`config.mk`:
```
export PLATFORM = sky130hd
export DESIGN_NAME = instruction_loader
export DESIGN_NICKNAME = d
export VERILOG_FILES = /design/src/rtl/instruction_loader.sv
export SDC_FILE = /design/constraint.sdc
export NUM_CORES = 1
export LEC_CHECK = 0
export CAP_MARGIN = 20
export CORE_MARGIN = 5
export CORE_UTILIZATION = 61
export CTS_BUF_LIST = sky130_fd_sc_hd__clkbuf_8
export CTS_CLUSTER_DIAMETER = 40
export CTS_CLUSTER_SIZE = 28
export DETAILED_ROUTE_END_ITERATION = 12
export PLACE_DENSITY = 0.95
export SYNTH_ARGS = -nofsm -noshare
export SYNTH_HDL_FRONTEND = slang
export SYNTH_SLANG_ARGS = --single-unit
```
`constraint.sdc`:
```
create_clock -name clk -period 5.6 [get_ports clk]
set_clock_uncertainty 0.05 [all_clocks]
set_input_delay 1.68 -clock clk [delete_from_list [all_inputs] [get_ports clk]]
set_output_delay 1.68 -clock clk [all_outputs]
set_load 0.02 [all_outputs]
```
`src/rtl/instruction_loader.sv`:
```
// Serial program loader: frames bytes into 32-bit big-endian words and
// writes them to instruction memory, holding the CPU until a verified load.
module instruction_loader #(
   parameter int         width_B    = 32,
   parameter int         Addr_B     = 10,
   parameter logic [7:0] START_BYTE = 8'hA5
) (
   input  logic                clk,
   input  logic                reset,
   input  logic [7:0]          rx_data,
   input  logic                rx_valid,
   output logic                imem_we,
   output logic [Addr_B-1:0]   imem_addr,
   output logic [width_B-1:0]  imem_wdata,
   output logic                cpu_hold,
   output logic                load_done,
   output logic                load_error,
   output logic [Addr_B:0]     words_loaded
);

   typedef enum logic [2:0] {
      IDLE, CNT_HI, CNT_LO, DATA, CHECK, DONE, ERROR
   } state_t;

   localparam logic [16:0] MAX_WORDS = 17'(1) << Addr_B;

   state_t             state;
   logic [7:0]         count_hi;
   logic [15:0]        count;
   logic [1:0]         byte_idx;
   logic [7:0]         chk;
   logic [width_B-9:0] word_sr;

   logic [15:0]        cnt_full;
   logic [width_B-1:0] next_word;
   logic [15:0]        next_words;

   assign cnt_full   = {count_hi, rx_data};
   assign next_word  = {word_sr, rx_data};
   assign next_words = 16'(words_loaded) + 16'd1;

   always_ff @(posedge clk) begin
      if (reset) begin
         state        <= IDLE;
         count_hi     <= '0;
         count        <= '0;
         byte_idx     <= '0;
         chk          <= '0;
         word_sr      <= '0;
         imem_we      <= 1'b0;
         imem_addr    <= '0;
         imem_wdata   <= '0;
         cpu_hold     <= 1'b1;
         load_done    <= 1'b0;
         load_error   <= 1'b0;
         words_loaded <= '0;
      end else begin
         imem_we <= 1'b0;
         // address moves on only after the write cycle has used it
         if (imem_we)
            imem_addr <= imem_addr + Addr_B'(1);
         if (rx_valid) begin
            unique case (state)
               IDLE, DONE, ERROR: begin
                  if (rx_data == START_BYTE) begin
                     state        <= CNT_HI;
                     load_done    <= 1'b0;
                     load_error   <= 1'b0;
                     cpu_hold     <= 1'b1;
                     imem_addr    <= '0;
                     byte_idx     <= '0;
                     chk          <= '0;
                     words_loaded <= '0;
                  end
               end
               CNT_HI: begin
                  count_hi <= rx_data;
                  state    <= CNT_LO;
               end
               CNT_LO: begin
                  count <= cnt_full;
                  if (cnt_full == 16'd0) begin
                     state <= CHECK;
                  end else if ({1'b0, cnt_full} > MAX_WORDS) begin
                     state      <= ERROR;
                     load_error <= 1'b1;
                  end else begin
                     state <= DATA;
                  end
               end
               DATA: begin
                  word_sr  <= next_word[width_B-9:0];
                  chk      <= chk ^ rx_data;
                  byte_idx <= byte_idx + 2'd1;
                  if (byte_idx == 2'd3) begin
                     imem_we      <= 1'b1;
                     imem_wdata   <= next_word;
                     words_loaded <= words_loaded + (Addr_B+1)'(1);
                     if (next_words == count)
                        state <= CHECK;
                  end
               end
               CHECK: begin
                  if (rx_data == chk) begin
                     state     <= DONE;
                     load_done <= 1'b1;
                     cpu_hold  <= 1'b0;
                  end else begin
                     state      <= ERROR;
                     load_error <= 1'b1;
                  end
               end
               default: state <= IDLE;
            endcase
         end
      end
   end

endmodule
```
==> impl_metrics.csv <==
group,metric,value,unit
cells_and_area,nNetsFinal,720,
global_route,grt_max_degree,64,
logic_synthesis,yosysWarnings,0,
global_route,grt_pass1_vias,4616,
cells_and_area,diodes,0,
min_path,hold_class,"reg2reg",
placement,port_buffers,67,
sta,setup_viol,0,
logic_synthesis,synth_cell_types,52,
clocking,h-tree-depth,4,
logic_synthesis,synthCells,655,
route,antenna_left,0,
setup_path,worstRegToRegCells,7,
setup_path,crit_required,5.87,ns
route,wl_per_cell,16.5,um
sta,slew_headroom,38.3,%
setup_path,path_class,"in2reg",
min_path,hold_depth,2,
sta,fmax,256,MHz
setup_path,ff2ff_setup_slack,3.17,ns
global_route,grt_overflow,0,
setup_path,critPathLaunchType,"primary input",
power,p_leak,0.00208,uW
job,cap_viol_max_count,0,
floorplan,rows,33,
floorplan,io_pins,68,
placement,dp_hpwl,8.51,mm
cells_and_area,n_fill_cell,531,
status,status,"completed",
clocking,clock_latency,0.44,ns
global_route,track_usage,27.4,%
power,cellPowerDensity,269,nW/um^2
setup_path,worstPathMaxFanout,8,
sta,rsz0062_at_grt,"false",
clocking,cts.path.max_buffers,2,
clocking,clock-sinks,118,
floorplan,die_h,101,um
sta,finalCritPeriodShare,69.8,%
route,drt-initial-drc-count,561,
logic_synthesis,syn_area,5070,um^2
placement,gp_congestion,0.936,
route,vias_per_cell,5.89,
global_route,grt_pass1_wl,22.2,mm
floorplan,initial_core_util,62.1,%
floorplan,die_w,101,um
power,ir_drop,0.175,mV
route,drt-total-wl,13.6,mm
sta,drv_slew,0,
clocking,cts_tree,"yes",
sta,tightest_slew,0.922,ns
sta,whs,0.403,ns
logic_synthesis,ys_seq_area_share,46.5,%
sta,layout_min_cycle_time,3.91,ns
clocking,clock-root-buffer,"clkbuf_8",
sta,setup-tns-final,0,ns
logic_synthesis,synth.avg_cell_area,7.75,um^2
route,drc,0,
clocking,cts_resized,0,
cells_and_area,area_growth,22.0,%
clocking,cts_setup_buffers,0,
cells_and_area,layout-drive-gt1-share,7.66,%
logic_synthesis,synth_nets,669,
setup_path,end_kind,"flop",
clocking,cts_made_buffers,17,
clocking,ctsHoldBuffers,0,
sta,hold_viol,0,
clocking,clk_pin_slew,0.07,ns
setup_path,worstPathArrival,4.18,ns
route,dr.pass1.iters,5,
logic_synthesis,synth_edf_count,0,
floorplan,core_area,8180,um^2
logic_synthesis,async_flop_share,0,%
logic_synthesis,ys.flop_type,"dfxtp_1",
global_route,antenna_found_initial,0,
floorplan,die_area,10200,um^2
route,num_vias,4848,
logic_synthesis,ys_ff_latch,118,
## stage by stage
stage | instances | total power (uW) | setup WS (ns) | instance area, um^2 | util (%)
after CTS | 820 | 1660 | 1.65 | 6150 | 75.2
after floorplan | 655 | 881 | 1.88 | 5070 | -
after global routing | 823 | 1720 | 1.62 | 6190 | 75.7
final | 823 | 1660 | 1.69 | 6190 | 75.7
after global placement | 789 | 892 | 1.29 | 5740 | 70.2
after detailed placement | 789 | 892 | 1.20 | 5740 | 70.2
## layout make-up
class,count,area (um^2),share of cell area (%)
Tap cell,105,131,2.12
Sequential cell,118,2360,38.2
Timing Repair Buffer,75,744,12.0
Inverter,6,22.5,0.364
Clock inverter,13,159,2.57
Clock buffer,18,248,4.00
Multi-Input combinational cell,488,2520,40.8
## layer usage
| metal | part of all wire [%] | up-vias | GRT usage [%] |
|---|---|---|---|
| met2 | 47 | 290 | 43.4 |
| met3 | 9.4 | 56 | 6.82 |
| met1 | 40 | 2199 | 35.9 |
| li1 | - | 2303 | - |
| met5 | 0 | - | 0 |
| met4 | 3.7 | 0 | 10.9 |
## kinds of logic (layout without fill, tap and decap cells)
family / after synthesis / after routing / share of synthesized area, %
DFF: 118 / 118 / 46.5
muxes: 4 / 4 / 0.814
buffers and inverters: 49 / 112 / 3.85
and+or+nand+nor: 296 / 296 / 25.6
adders and majority gates: 4 / 4 / 0.937
xor gates and xnor gates: 34 / 34 / 5.87
AOI/OAI and AO/OA: 150 / 150 / 16.4
## registers in the layout, indices dropped and copies added, names as in the netlist, 2 cells and up
signal,flops
word_sr,24
state,3
imem_addr,10
count_hi,8
chk,8
words_loaded,11
byte_idx,2
imem_wdata,32
count,16
## power breakdown
part	internal [uW]	switching (uW)
Sequential	839	0.288
Combinational	11.7	25.9
Clock	446	341
Total	1300	367
## path summary, 6_finish.rpt
kind | from | endpoint
worst min-delay path | imem_wdata[5] | imem_wdata[5]
worst max register to register | words_loaded[0] | state[1]
worst min register to register | imem_wdata[5] | imem_wdata[5]
worst max-delay path | rx_data[0] | state[1]
## cells in the mapped netlist (2+ instances only)
library cell | n | area (um^2)
o22ai_1 | 2 | 12.5
nor3_1 | 7 | 35.0
a31oi_1 | 2 | 12.5
clkbuf_1 | 36 | 135
o21ba_2 | 2 | 20.0
nand2_1 | 180 | 676
nand3_1 | 8 | 40.0
nor2b_1 | 3 | 18.8
xnor2_1 | 20 | 175
or2_2 | 8 | 50.1
dfxtp_1 | 118 | 2360
nand3b_1 | 3 | 22.5
nand4_1 | 13 | 81.3
and4_1 | 2 | 17.5
o21ai_0 | 23 | 115
inv_1 | 6 | 22.5
buf_1 | 3 | 11.3
and2_1 | 2 | 12.5
o211ai_1 | 2 | 15.0
xor2_1 | 14 | 123
ha_1 | 3 | 37.5
nor2_1 | 46 | 173
a21oi_1 | 106 | 531
and3b_1 | 2 | 17.5
a22oi_1 | 2 | 15.0
buf_2 | 2 | 10.0
mux2i_1 | 3 | 30.0
or4_4 | 2 | 22.5
and3_1 | 8 | 50.1
or3_1 | 4 | 25.0
nor4_1 | 2 | 12.5
## placed cells by master, fill, tap and decap left out, drive strengths merged, types with 7 or more instances in the layout
master,synthesis,layout
nand2,180,180
dfxtp,118,118
a21oi,106,106
clkdlybuf4s50,0,66
nor2,46,46
o21ai,24,24
xnor2,20,20
clkbuf,37,20
xor2,14,14
nand4,13,13
or2,9,9
and3,8,8
nand3,8,8
nor3,8,8
inv,6,7
buf,6,7
## worst max-delay path: stages
cell and delay [ns]:
clkdlybuf4s50_1 0.65, or4_1 0.60, or4_4 0.46, a2111oi_4 0.34
o31ai_1 0.12, a22oi_1 0.23, nand2_1 0.09
Power figures use the tool's default switching activity.
